$ cat src/rtl/spi_rom_arbiter.sv
// Two-requester SPI-ROM read arbiter: one mode-0 read (0x03) burst at a time, 1..256 bytes.
// Define SPI_ROM_ARB_RR_EN for round-robin grants; otherwise requester 0 has fixed priority.
module spi_rom_arbiter (
  input  logic        clk,
  input  logic        rst,
  input  logic        req0_valid,
  input  logic [23:0] req0_addr,
  input  logic [7:0]  req0_len,
  output logic        req0_ready,
  input  logic        req1_valid,
  input  logic [23:0] req1_addr,
  input  logic [7:0]  req1_len,
  output logic        req1_ready,
  output logic [7:0]  rd_data,
  output logic        rd_valid,
  output logic        rd_id,
  output logic        rd_last,
  output logic        spi_csb,
  output logic        spi_sclk,
  output logic        spi_mosi,
  input  logic        spi_miso,
  output logic        busy
);

  typedef enum logic [2:0] {IDLE, CMD, ADDR, DATA, GAP} state_e;

  state_e      state_q, state_d;
  logic        phase_q;
  logic [4:0]  bit_q;
  logic [31:0] tx_q;
  logic [6:0]  rx_q;
  logic [8:0]  rem_q;
  logic        id_q;
  logic        gap_q;
  logic        rd_valid_q, rd_last_q, rd_id_q;
  logic [7:0]  rd_data_q;

  logic        gnt0, gnt1, accept, shifting, bit_end, field_end;
  logic [23:0] sel_addr;
  logic [7:0]  sel_len;

`ifdef SPI_ROM_ARB_RR_EN
  // pref_q high means requester 1 wins the next simultaneous request
  logic pref_q;
  always_ff @(posedge clk) begin
    if (rst)         pref_q <= 1'b0;
    else if (accept) pref_q <= req0_ready;
  end
  always_comb begin
    gnt0 = req0_valid && (!req1_valid || !pref_q);
    gnt1 = req1_valid && (!req0_valid || pref_q);
  end
`else
  always_comb begin
    gnt0 = req0_valid;
    gnt1 = req1_valid && !req0_valid;
  end
`endif

  assign accept    = req0_ready || req1_ready;
  assign sel_addr  = req1_ready ? req1_addr : req0_addr;
  assign sel_len   = req1_ready ? req1_len  : req0_len;
  assign shifting  = (state_q == CMD) || (state_q == ADDR) || (state_q == DATA);
  assign bit_end   = shifting && phase_q;
  assign field_end = bit_end && ((state_q == ADDR) ? (bit_q == 5'd23) : (bit_q == 5'd7));

  always_ff @(posedge clk) begin
    if (rst) state_q <= IDLE;
    else     state_q <= state_d;
  end

  always_comb begin
    state_d = state_q;
    case (state_q)
      IDLE:    if (accept)                       state_d = CMD;
      CMD:     if (field_end)                    state_d = ADDR;
      ADDR:    if (field_end)                    state_d = DATA;
      DATA:    if (field_end && rem_q == 9'd1)   state_d = GAP;
      GAP:     if (gap_q)                        state_d = IDLE;
      default:                                   state_d = IDLE;
    endcase
  end

  always_comb begin
    spi_csb    = !shifting;
    spi_sclk   = shifting && phase_q;
    spi_mosi   = ((state_q == CMD) || (state_q == ADDR)) && tx_q[31];
    busy       = (state_q != IDLE);
    req0_ready = (state_q == IDLE) && !rst && gnt0;
    req1_ready = (state_q == IDLE) && !rst && gnt1;
  end

  always_ff @(posedge clk) begin
    if (rst) begin
      phase_q    <= 1'b0;
      bit_q      <= '0;
      tx_q       <= '0;
      rx_q       <= '0;
      rem_q      <= '0;
      id_q       <= 1'b0;
      gap_q      <= 1'b0;
      rd_valid_q <= 1'b0;
      rd_last_q  <= 1'b0;
      rd_data_q  <= '0;
      rd_id_q    <= 1'b0;
    end else begin
      rd_valid_q <= 1'b0;
      rd_last_q  <= 1'b0;
      case (state_q)
        IDLE: begin
          phase_q <= 1'b0;
          bit_q   <= '0;
          gap_q   <= 1'b0;
          if (accept) begin
            tx_q  <= {8'h03, sel_addr};
            rem_q <= (sel_len == 8'd0) ? 9'd256 : {1'b0, sel_len};
            id_q  <= req1_ready;
          end
        end
        CMD, ADDR, DATA: begin
          phase_q <= ~phase_q;
          // end of phase B: advance MOSI, sample MISO
          if (phase_q) begin
            bit_q <= field_end ? '0 : bit_q + 5'd1;
            tx_q  <= {tx_q[30:0], 1'b0};
            rx_q  <= {rx_q[5:0], spi_miso};
            if (state_q == DATA && bit_q == 5'd7) begin
              rd_valid_q <= 1'b1;
              rd_data_q  <= {rx_q, spi_miso};
              rd_id_q    <= id_q;
              rd_last_q  <= (rem_q == 9'd1);
              rem_q      <= rem_q - 9'd1;
            end
          end
        end
        GAP:     gap_q <= 1'b1;
        default: ;
      endcase
    end
  end

  assign rd_valid = rd_valid_q;
  assign rd_last  = rd_last_q;
  assign rd_data  = rd_data_q;
  assign rd_id    = rd_id_q;

endmodule

$ cat config.mk
export PLATFORM = sky130hd
export DESIGN_NAME = spi_rom_arbiter
export DESIGN_NICKNAME = d
export VERILOG_FILES = /design/src/rtl/spi_rom_arbiter.sv
export SDC_FILE = /design/constraint.sdc
export NUM_CORES = 1
export LEC_CHECK = 0
export CAP_MARGIN = 10
export CORE_MARGIN = 1
export CORE_UTILIZATION = 53
export DETAILED_ROUTE_END_ITERATION = 10
export GPL_TIMING_DRIVEN = 0
export PLACE_DENSITY = 0.94
export SLEW_MARGIN = 20
export SYNTH_ARGS = -nofsm -noshare
export SYNTH_HDL_FRONTEND = slang
export SYNTH_SLANG_ARGS = --single-unit
export TNS_END_PERCENT = 1
$ cat constraint.sdc
create_clock -name clk -period 6.6 [get_ports clk]
set_input_delay 0.99 -clock clk [delete_from_list [all_inputs] [get_ports clk]]
set_output_delay 0.99 -clock clk [all_outputs]
set_load 0.02 [all_outputs]
# [After elaboration in Yosys (flattened, before gate mapping)]
# Index checks and enable logic that the tools add are counted.
# Widths: inputs -> output; s select.
[totals] latchBits=0 n_memories=0 output_inout_bits=17 mem_bits_ro=0 inputBits=69 elab_cells=84 ff_bits=70 ramBits=0
[classes] add_sub_neg=2 n_div=0 n_mul=0 n_shift=0 n_lt_le_gt_ge=0 n_eq_ne=14 n_mux=23 n_bitwise=3 reduce_logical=30
[ops] cell="$mux 32" n=2
[ops] cell="$pmux 32 s2" n=1
[ops] cell="$mux 9" n=4
[ops] cell="$mux 24" n=1
[ops] cell="$pmux 9 s2" n=1
[ops] cell="$mux 3" n=5
[ops] cell="$pmux 3 s5" n=1
[ops] cell="$ne 2x2->1 const B" n=7
[ops] cell="$mux 5" n=2
[ops] cell="$pmux 5 s2" n=1
[ops] cell="$eq 9x1->1 const B" n=1
[ops] cell="$logic_and 1x1->1" n=9
[ops] cell="$sub 9x1->9 const B" n=1
[ops] cell="$logic_not 8->1" n=1
[ops] cell="$mux 8" n=1
[ops] cell="$eq 3x2->1 const B" n=2
[ops] cell="$reduce_and 2->1" n=3
[ops] cell="$reduce_and 3->1" n=2
[ops] cell="$reduce_or 3->1" n=2
[ops] cell="$add 5x1->5 const B" n=1
[ops] cell="$eq 5x3->1 const B" n=1
[ops] cell="$eq 5x5->1 const B" n=1
[ops] cell="$reduce_and 5->1" n=1
[ops] cell="$pmux 1 s2" n=2
[ops] cell="other kinds (11)" n=19

# [Logic depth before layout (Yosys ltp)]
# Gate-level depths: netlist of run 1.
[depth] depth_word=8 depth_mapped=8 ltp_nobuf=7

# [Worst setup path before layout of run 1]
# Ideal clock, no wire load.
[synth_timing] path_type="input port to output port" from="input rst" to="output req1_ready" required_time_ps=5610 slack_ps=3603 arrival_time_ps=2007 n_path_buf=1 path_stages=4 path_cell_list="nor4b_2 -> nand2_1 -> inv_1 -> clkbuf_1"
[synth_between] elab_chain_cells=3
[synth_lines] element="from (decl)" line_no="5" rtl="input logic rst,"
[synth_lines] element="$logic_not 1->1" line_no="90" rtl="req1_ready = (state_q == IDLE) && !rst && gnt1;"
[synth_lines] element="$logic_and 1x1->1 (2 in a row)" line_no="90"
[synth_lines] element="to (decl)" line_no="13" rtl="output logic req1_ready,"
# Every way passes these cells.

# [Worst setup path in the final report of run 1]
# Ends and elaborated chain as after synthesis.

==> flow_summary.yaml, run 1 <==
status:
  run_status: "finished clean"
logic_synthesis:
  synthCells: 437
  ys_ff_latch: 70
  synth_enable_flop_cells: 0
  async_flop_share_pct: 0
  synth_fp_nets: 509
  yosys_warnings: 0
  yosys_most_used_dff: "dfxtp_1"
  yosys.cell_types.count: 45
  netlist_area_sq_um: 3350
  synth.yosys.seq_area_share_pct: 41.8
  syn_area_per_cell_sq_um: 7.67
clocking:
  hold_buffers: 0
  clk_latency_ps: 350
  path_clk_slew_ps: 70
  clockRootBuffer: "clkbuf_8"
  post_cts_resized: 0
  post_cts_buffers: 0
  clkSinkCount: 70
  cts_tree: "yes"
  h-tree-depth: 3
  cts_buffer_depth: 2
  numCtsBuffers: 9
finish:
  drive_above_1_share_pct: 4.47
  most-common-layout-cells: "nand2_1, clkdlybuf4s50_1, dfxtp_1, nor2_1, a21oi_1"
  diodes: 0
  syn2layout_area_growth_pct: 34.4
  final_common_cell: "nand2_1"
  final_nets: 605
timing:
  rsz0062_at_grt: "false"
  worstMarginPinSlew_ps: 880
  slew_headroom_pct: 41.0
  final-setup-viol-count: 0
  setup_tns_ps: 0
  fin_crit_ps: 4430
  hold_viol_final: 0
  fin_hold_ws_ps: 458
  skew_ps: 10.8
  maxSlewViolCount: 0
  fmax_ghz: 0.226
  fin_crit_sh_pct: 67.1
critical_path:
  path_buf_inv: 4
  timing.rr.start: "state_q[2]$_SDFFE_PP0P_"
  path_cells: "clkdlybuf4s50_1 -> nor4b_2 -> nand2_1 -> inv_1 -> clkbuf_1 -> clkdlybuf4s50_1"
  cp-end-kind: "primary output"
  crit_path_start: "rst"
  required_ps: 5610
  cp_common_cell: "clkdlybuf4s50_1"
  crit_family: "buffers and inverters"
  cpMaxStageDelayCell: "clkdlybuf4s50_1"
  cp.arrival_ps: 3440
  cp-start-kind: "primary input"
  worstSetupPathType: "primary input to primary output"
  path_max_fanout: 10
  crit_path_max_incr_delay_ps: 690
detailed_routing:
  wl_per_cell_um: 14.7
  ant_nets: 0
  drc: 0
  dr.pass1.iters: 7
  drt_iter0_markers: 176
  vias: 3567
  routed_wl_um: 9020
  via_per_inst: 5.83
grt:
  gr-total-overflow: 0
  track_usage_pct: 29.1
  grt_pass1_vias: 3295
  antenna_found_initial: 0
  grt_max_degree: 12
  grt_pass1_wl_um: 14700
power:
  leakage_nw: 1.72
  vdd_ir_drop_max_v: 0.000165
  power_density_nw_per_um2: 216
floorplan:
  core-area_sq_um: 6030
  start_util_pct: 55.6
  die_w_um: 81.5
  die_y_um: 81.5
  io_pins: 86
  rows: 28
  dieArea_sq_um: 6650
min_path:
  hp-start: "tx_q[30]$_SDFFE_PP0P_"
  hold_class: "flip-flop to flip-flop"
placement:
  io_buffers: 85
  gp_congestion: 0.917
  place_hpwl_um: 6570
job:
  drv_cap: 0
[worst paths after layout]
check	slack, ps	cells after the start	endpoint
worst max-delay path	2170	6	req1_ready
worst min-delay path	460	2	tx_q[30]$_SDFFE_PP0P_
worst max register to register	4200	8	tx_q[23]$_SDFFE_PP0P_
worst min register to register	460	2	tx_q[30]$_SDFFE_PP0P_
[per-layer routing]
layer,up-vias,GRT usage (%),routed length (um)
met5,-,0,0
met4,0,12.5,200
met3,22,7.22,703
met2,185,51.3,4490
met1,1615,33.0,3630
li1,1745,-,-
[synth_stat cells, drive strengths merged (2+ instances only)]
master | count | area (sq um)
nand2 | 88 | 330
dfxtp | 70 | 1400
nor2 | 55 | 206
a21oi | 40 | 204
clkbuf | 28 | 105
a31oi | 26 | 163
a22o | 23 | 201
o21ai | 12 | 60.1
nand3 | 11 | 55.1
mux2i | 10 | 100
nor3 | 8 | 40.0
nor4 | 6 | 37.5
buf | 5 | 26.3
inv | 5 | 18.8
nand3b | 4 | 30.0
or3 | 4 | 25.0
or4 | 4 | 30.0
a21o | 3 | 22.5
a311o | 3 | 30.0
ha | 3 | 37.5
nand4 | 3 | 18.8
nor3b | 3 | 22.5
clkinv | 2 | 7.51
nor2b | 2 | 12.5
o311ai | 2 | 17.5
[where the power goes]
part	total, mW	switching, mW	internal, mW
registers	0.452	0.0120	0.440
logic	0.164	0.0837	0.0801
clock network	0.359	0.157	0.203
total	0.975	0.252	0.723
[per-stage QoR]
step	util [%]	instances	setup WS, ps	power (mW)	area, sq um
6_report	74.8	612	2170	0.975	4500
5_1_grt	74.8	612	2030	1.01	4500
4_1_cts	74.8	612	2200	0.973	4500
3_5_place_dp	71.3	597	2220	0.621	4300
3_3_place_gp	71.3	597	2270	0.615	4300
2_1_floorplan	-	437	3600	0.549	3350
[registers in the layout (all words and copies together), names as in the netlist]
signal	flops
rx_q	7
rd_last	1
state_q	3
id_q	1
gap_q	1
rem_q	9
phase_q	1
bit_q	5
rd_valid	1
tx_q	32
rd_id	1
rd_data	8
[layout make-up]
cell class              instances  area (sq um)
multi-input cells             327          1790
fillers                       446          1520
flip-flops and latches         70          1400
repair buffers                 85           851
clock buffers                  12           165
plain buffers                  33           131
well taps                      75          93.8
clock inverters                 3          42.5
inverters                       7          26.3
[logic make-up (layout without fill, tap and decap cells)]
logic type      after synthesis  in the layout  share of synthesized area, %
simple gates                193            193                          25.5
xor+xnor                      1              1                         0.261
mux                          11             11                          3.32
fa+ha+maj                     3              3                          1.12
flops                        70             70                          41.8
buf+inv                      40            140                          4.70
compound gates              119            119                          23.3
[worst register-to-register path, delay by kind of cell, from the launching register on]
family / cells / cell delay [ps]
compound gates: 2 / 380
buf+inv: 3 / 830
flops: 1 / 320
simple gates: 3 / 820
(Power assumes the default switching activity.)
==> run 2, diff against run 1 <==
Settings changed: CORE_UTILIZATION 53 to 49, PLACE_DENSITY 0.94 to 0.88.
Clock period 6.6 ns to 4.32 ns, I/O delays scaled along.
==> run 2 against run 1 <==
  * The run now ends with DRC left
  * Cell count is 0.49% higher
  * Via count decreased by 0.31%
  * Count of clock-buffer cells in the layout decreased by 3
  * Total power up 48%
  * Worst setup slack lost 1600 ps
  * Non-clock buffer count unchanged
  * Critical path depth is the same
  * Sequential cell count is the same
  * Clock skew grew 3.4 ps
  * Design area is 0.42% lower
  * Global-route usage shrank 2.5 points
  * Routed wire length fell by 0.81%
==> flow_summary.yaml, run 2 (synthesized netlist as in run 1, its figures left out) <==
grt:
  antenna_found_initial: 0
  grt_pass1_wl_um: 15000
  track_usage_pct: 26.5
  grt_pass1_vias: 3331
  gr-total-overflow: 0
  grt_max_degree: 16
critical_path:
  required_ps: 3670
  reg2reg_depth: 7
  path_max_fanout: 10
  cp.arrival_ps: 3070
  worstSetupPathType: "primary input to primary output"
  cp-start-kind: "primary input"
  cp-end-kind: "primary output"
finish:
  regMostFlops: "tx_q"
  final_nets: 605
  layout.cells.non_filler: 615
  most-common-layout-cells: "nand2_1, clkdlybuf4s50_1, dfxtp_1, nor2_1, a21oi_1"
  syn2layout_area_growth_pct: 33.8
  diodes: 0
  final_common_cell: "nand2_1"
  utilization_pct: 69.4
  fillCellCount: 500
  drive_above_1_share_pct: 4.65
  multi_input_area_sq_um: 1790
  regArea_sq_um: 1400
  largest_reg_flops: 32
power:
  power_density_nw_per_um2: 322
  pwr-share-clk_pct: 35.1
  swShare_pct: 29.9
  pwr-share-seq_pct: 47.7
  vdd_ir_drop_max_v: 0.000186
  power_frac_comb_pct: 17.2
  p_int_mw: 1.01
  power.total_mw: 1.45
  power_switching_uw: 432
  leakage_nw: 1.71
clocking:
  post_cts_buffers: 0
  post_cts_resized: 0
  clockRootBuffer: "clkbuf_8"
  numCtsBuffers: 9
  cts_buffer_depth: 2
  clk_latency_ps: 360
  h-tree-depth: 3
  cts_tree: "yes"
  path_clk_slew_ps: 80
  clkSinkCount: 70
  hold_buffers: 0
timing:
  setup_tns_ps: 0
  maxSlewViolCount: 0
  fin_crit_ps: 3720
  final-setup-viol-count: 0
  skew_ps: 14.3
  rsz0062_at_grt: "false"
  fmax_ghz: 0.269
  fin_crit_sh_pct: 86.1
  hold_viol_final: 0
  worstMarginPinSlew_ps: 886
  slew_headroom_pct: 40.6
min_path:
  whs_path_depth: 2
  hold_class: "flip-flop to flip-flop"
floorplan:
  io_pins: 86
  core-area_sq_um: 6460
  dieArea_sq_um: 7180
  die_y_um: 84.7
  rows: 29
  die_w_um: 84.7
  start_util_pct: 51.9
detailed_routing:
  drt_iter0_markers: 210
  via_per_inst: 5.78
  ant_nets: 0
  drc: 3
  wl_per_cell_um: 14.6
  dr.pass1.iters: 8
  routed_wl_um: 8950
  vias: 3556
status:
  run_status: "finished with violations"
  violations: "DRC"
placement:
  io_buffers: 85
  gp_congestion: 0.885
  place_hpwl_um: 6590
  dp_cells: 599
job:
  drv_cap: 0
[run 2: per-layer routing]
metal / vias up / global-route usage [%] / routed length (um)
met3: 18 / 7.67 / 741
li1: 1743 / - / -
met1: 1633 / 31.8 / 3720
met2: 162 / 44.7 / 4340
met4: 0 / 10.8 / 147
met5: - / 0 / 0
[run 2: path summary, 6_finish.rpt]
path / startpoint / end / slack (ps)
setup / recovery: rst / req1_ready / 600
hold / removal: tx_q[31]$_SDFFE_PP0P_ / tx_q[31]$_SDFFE_PP0P_ / 450
setup reg to reg: state_q[2]$_SDFFE_PP0P_ / tx_q[6]$_SDFFE_PP0P_ / 1920
hold reg to reg: tx_q[31]$_SDFFE_PP0P_ / tx_q[31]$_SDFFE_PP0P_ / 450
[run 2: power by group through the flow]
stage                     sequential (mW)  combinational [mW]  clock [mW]
after floorplan                     0.699               0.140           0
after global placement              0.702               0.240           0
after detailed placement            0.703               0.245           0
after CTS                           0.689               0.245       0.510
after global routing                0.693               0.273       0.545
final                               0.689               0.248       0.508
[run 2: layout make-up]
class | count | area share, %
tap | 77 | 2.15
clock inverter | 7 | 1.39
sequential | 70 | 31.2
buffer | 33 | 2.93
inverter | 7 | 0.586
clock buffer | 9 | 2.76
multi-input combinational | 327 | 40.0
timing repair buffer | 85 | 19.0
[run 2: critical path, stage by stage]
cell             delay, ps
clkdlybuf4s50_1        470
nor4b_2                410
nand2_1                260
inv_1                  210
clkbuf_1               380
clkdlybuf4s50_1        690
[run 2: through the flow]
stage	cell area (sq um)	hold WS, ps	setup slack (ps)
2_1_floorplan	3350	427	2010
3_3_place_gp	4300	435	629
3_5_place_dp	4300	442	647
4_1_cts	4490	451	634
5_1_grt	4490	486	524
6_report	4490	452	600
==> run 3, diff against run 2 <==
Settings changed: ABC_AREA set to 1, CORE_UTILIZATION 49 to 50, GPL_TIMING_DRIVEN 0 to not set.
==> run 3 against run 2 <==
  * The flow now finishes without violations
  * Utilization fell by 1.3 points
  * Clock skew fell by 8.1 ps
  * Non-clock buffer count fell by 28
  * Fmax rose by 20%
  * Synthesized cell count rose by 26%
  * Global-route usage fell by 1.8 points
  * Worst setup slack improved by 630 ps
  * Cell count rose by 18%
  * Routed wire length rose by 0.25%
  * Count of clock-buffer cells in the layout rose by 2
  * Register-to-register slack improved by 80 ps
  * Via count rose by 6.4%
  * Critical path type unchanged
==> flow_summary.yaml, run 3 <==
status:
  run_status: "finished clean"
critical_path:
  cp-end-kind: "primary output"
  path_max_fanout: 34
  worstSetupPathType: "primary input to primary output"
  reg2reg_depth: 10
  timing.rr.end: "bit_q[3]$_SDFFE_PP0P_"
  crit_end: "req1_ready"
  required_ps: 3670
  crit_path_start: "req1_valid"
  timing.rr.start: "state_q[1]$_SDFFE_PP0P_"
  cp.arrival_ps: 2440
  cp-start-kind: "primary input"
  r2r_setup_slack_ps: 2000
logic_synthesis:
  synth_area_leaders: "dfxtp_1, nor2_1, o21ai_0"
  yosys-top-cells-count: "nor2_1, inv_1, nand2_1"
  synth_fp_nets: 624
  yosysMostFrequentCell: "nor2_1"
  yosys_warnings: 0
  synthCells: 552
  yosys.cell_types.count: 30
  yosys_most_used_dff: "dfxtp_1"
  ys_ff_latch: 70
  syn_area_per_cell_sq_um: 6.58
  netlist_area_sq_um: 3630
  async_flop_share_pct: 0
  synth.yosys.seq_area_share_pct: 38.6
  synth_enable_flop_cells: 0
  synth_top_area_share_pct: 38.6
  synth.largest_area_cell: "dfxtp_1"
job:
  drv_cap: 0
detailed_routing:
  routed_wl_um: 8970
  wl_met2_um: 4140
  vias: 3784
  via_per_inst: 5.22
  wl_met3_um: 572
  ant_nets: 0
  dr.pass1.iters: 5
  met1_length_um: 4130
  drc: 0
  maxUsedRoutingLayer: "met4"
  wl_per_cell_um: 12.4
  drt_iter0_markers: 239
grt:
  grt_pass1_vias: 3533
  track_usage_pct: 24.7
  antenna_found_initial: 0
  grt_pass1_wl_um: 15100
  gr-total-overflow: 0
  grt_max_degree: 55
floorplan:
  start_util_pct: 52.6
  die_y_um: 87.2
  io_pins: 86
  core-area_sq_um: 6910
  rows: 30
  dieArea_sq_um: 7610
  die_w_um: 87.2
finish:
  regMostFlops: "tx_q"
  diodes: 0
  final_nets: 696
  layout.cells.non_filler: 725
  final_common_cell: "nor2_1"
  drive_above_1_share_pct: 5.25
  largest_reg_flops: 32
  most-common-layout-cells: "nor2_1, clkdlybuf4s50_1, inv_1, nand2_1, dfxtp_1"
  utilization_pct: 68.2
  fillCellCount: 603
  syn2layout_area_growth_pct: 29.6
timing:
  maxSlewViolCount: 0
  skew_ps: 6.10
  fin_crit_sh_pct: 71.6
  setup_tns_ps: 0
  rsz0062_at_grt: "false"
  fmax_ghz: 0.323
  fin_crit_ps: 3090
  slew_headroom_pct: 61.4
  worstMarginPinSlew_ps: 577
  final-setup-viol-count: 0
  hold_viol_final: 0
clocking:
  clk_latency_ps: 350
  post_cts_buffers: 0
  cts_tree: "yes"
  post_cts_resized: 0
  hold_buffers: 0
  path_clk_slew_ps: 70
  numCtsBuffers: 9
  clockRootBuffer: "clkbuf_8"
  cts_buffer_depth: 2
  h-tree-depth: 3
  clkSinkCount: 70
placement:
  place_hpwl_um: 6040
  io_buffers: 85
  dp_cells: 709
  gp_congestion: 0.835
min_path:
  hp-start: "rx_q[6]$_SDFFE_PP0P_"
  hold_class: "flip-flop to flip-flop"
power:
  power.total_mw: 3.29
  leakage_nw: 2.08
  vdd_ir_drop_max_v: 0.000556
  power_density_nw_per_um2: 699
run 3: worst max-delay path: stages:
cell             delay [ps]
clkdlybuf4s50_1         450
inv_1                    40
nor2_1                  160
inv_1                    70
nor2_2                  100
buf_4                   290
clkdlybuf4s50_1         670
run 3: cell type report:
type,count,area (sq um),area share [%]
Tap cell,96,120,2.55
Clock inverter,5,57.6,1.22
Clock buffer,11,141,3.00
Inverter,83,314,6.67
Multi-Input combinational cell,370,1790,37.9
Timing Repair Buffer,90,888,18.9
Sequential cell,70,1400,29.8
run 3: worst min path at each step:
| stage | end | slack (ps) | cells after the start |
|---|---|---|---|
| 2_1_floorplan | rx_q[6]$_SDFFE_PP0P_ | 420 | 2 |
| 3_3_place_gp | rx_q[6]$_SDFFE_PP0P_ | 430 | 2 |
| 3_5_place_dp | rx_q[6]$_SDFFE_PP0P_ | 440 | 2 |
| 4_1_cts | rx_q[6]$_SDFFE_PP0P_ | 450 | 2 |
| 5_1_grt | rx_q[6]$_SDFFE_PP0P_ | 480 | 2 |
| 6_report | rx_q[6]$_SDFFE_PP0P_ | 450 | 2 |
run 3: kinds of logic (layout without fill, tap and decap cells):
kind of cell    count (synthesis)  after routing  synth area share [%]
xor+xnor                        6              6                  1.45
fa+ha+maj                       3              3                  1.03
compound gates                163            163                  23.4
flops                          70             70                  38.6
simple gates                  198            198                  23.3
buf+inv                       112            189                  12.3
run 3: metrics by stage:
stage,hold WS [ps],area (sq um),setup slack [ps]
floorplan,424,3630,2360
finish,452,4710,1230
global route,479,4710,1110
CTS,453,4710,1230
detailed placement,442,4510,1230
global placement,433,4510,1250
run 3: power breakdown:
part / switching [mW] / total [mW] / internal, mW
clock: 0.244 / 0.528 / 0.284
sequential: 0.121 / 0.986 / 0.864
combinational: 1.18 / 1.78 / 0.601
total: 1.54 / 3.29 / 1.75
run 3: routing by layer:
metal  track usage, %  up-vias
li1                 -     1920
met1             31.5     1733
met2             41.8      117
met3             4.36       14
met4             9.54        0
met5                0        -
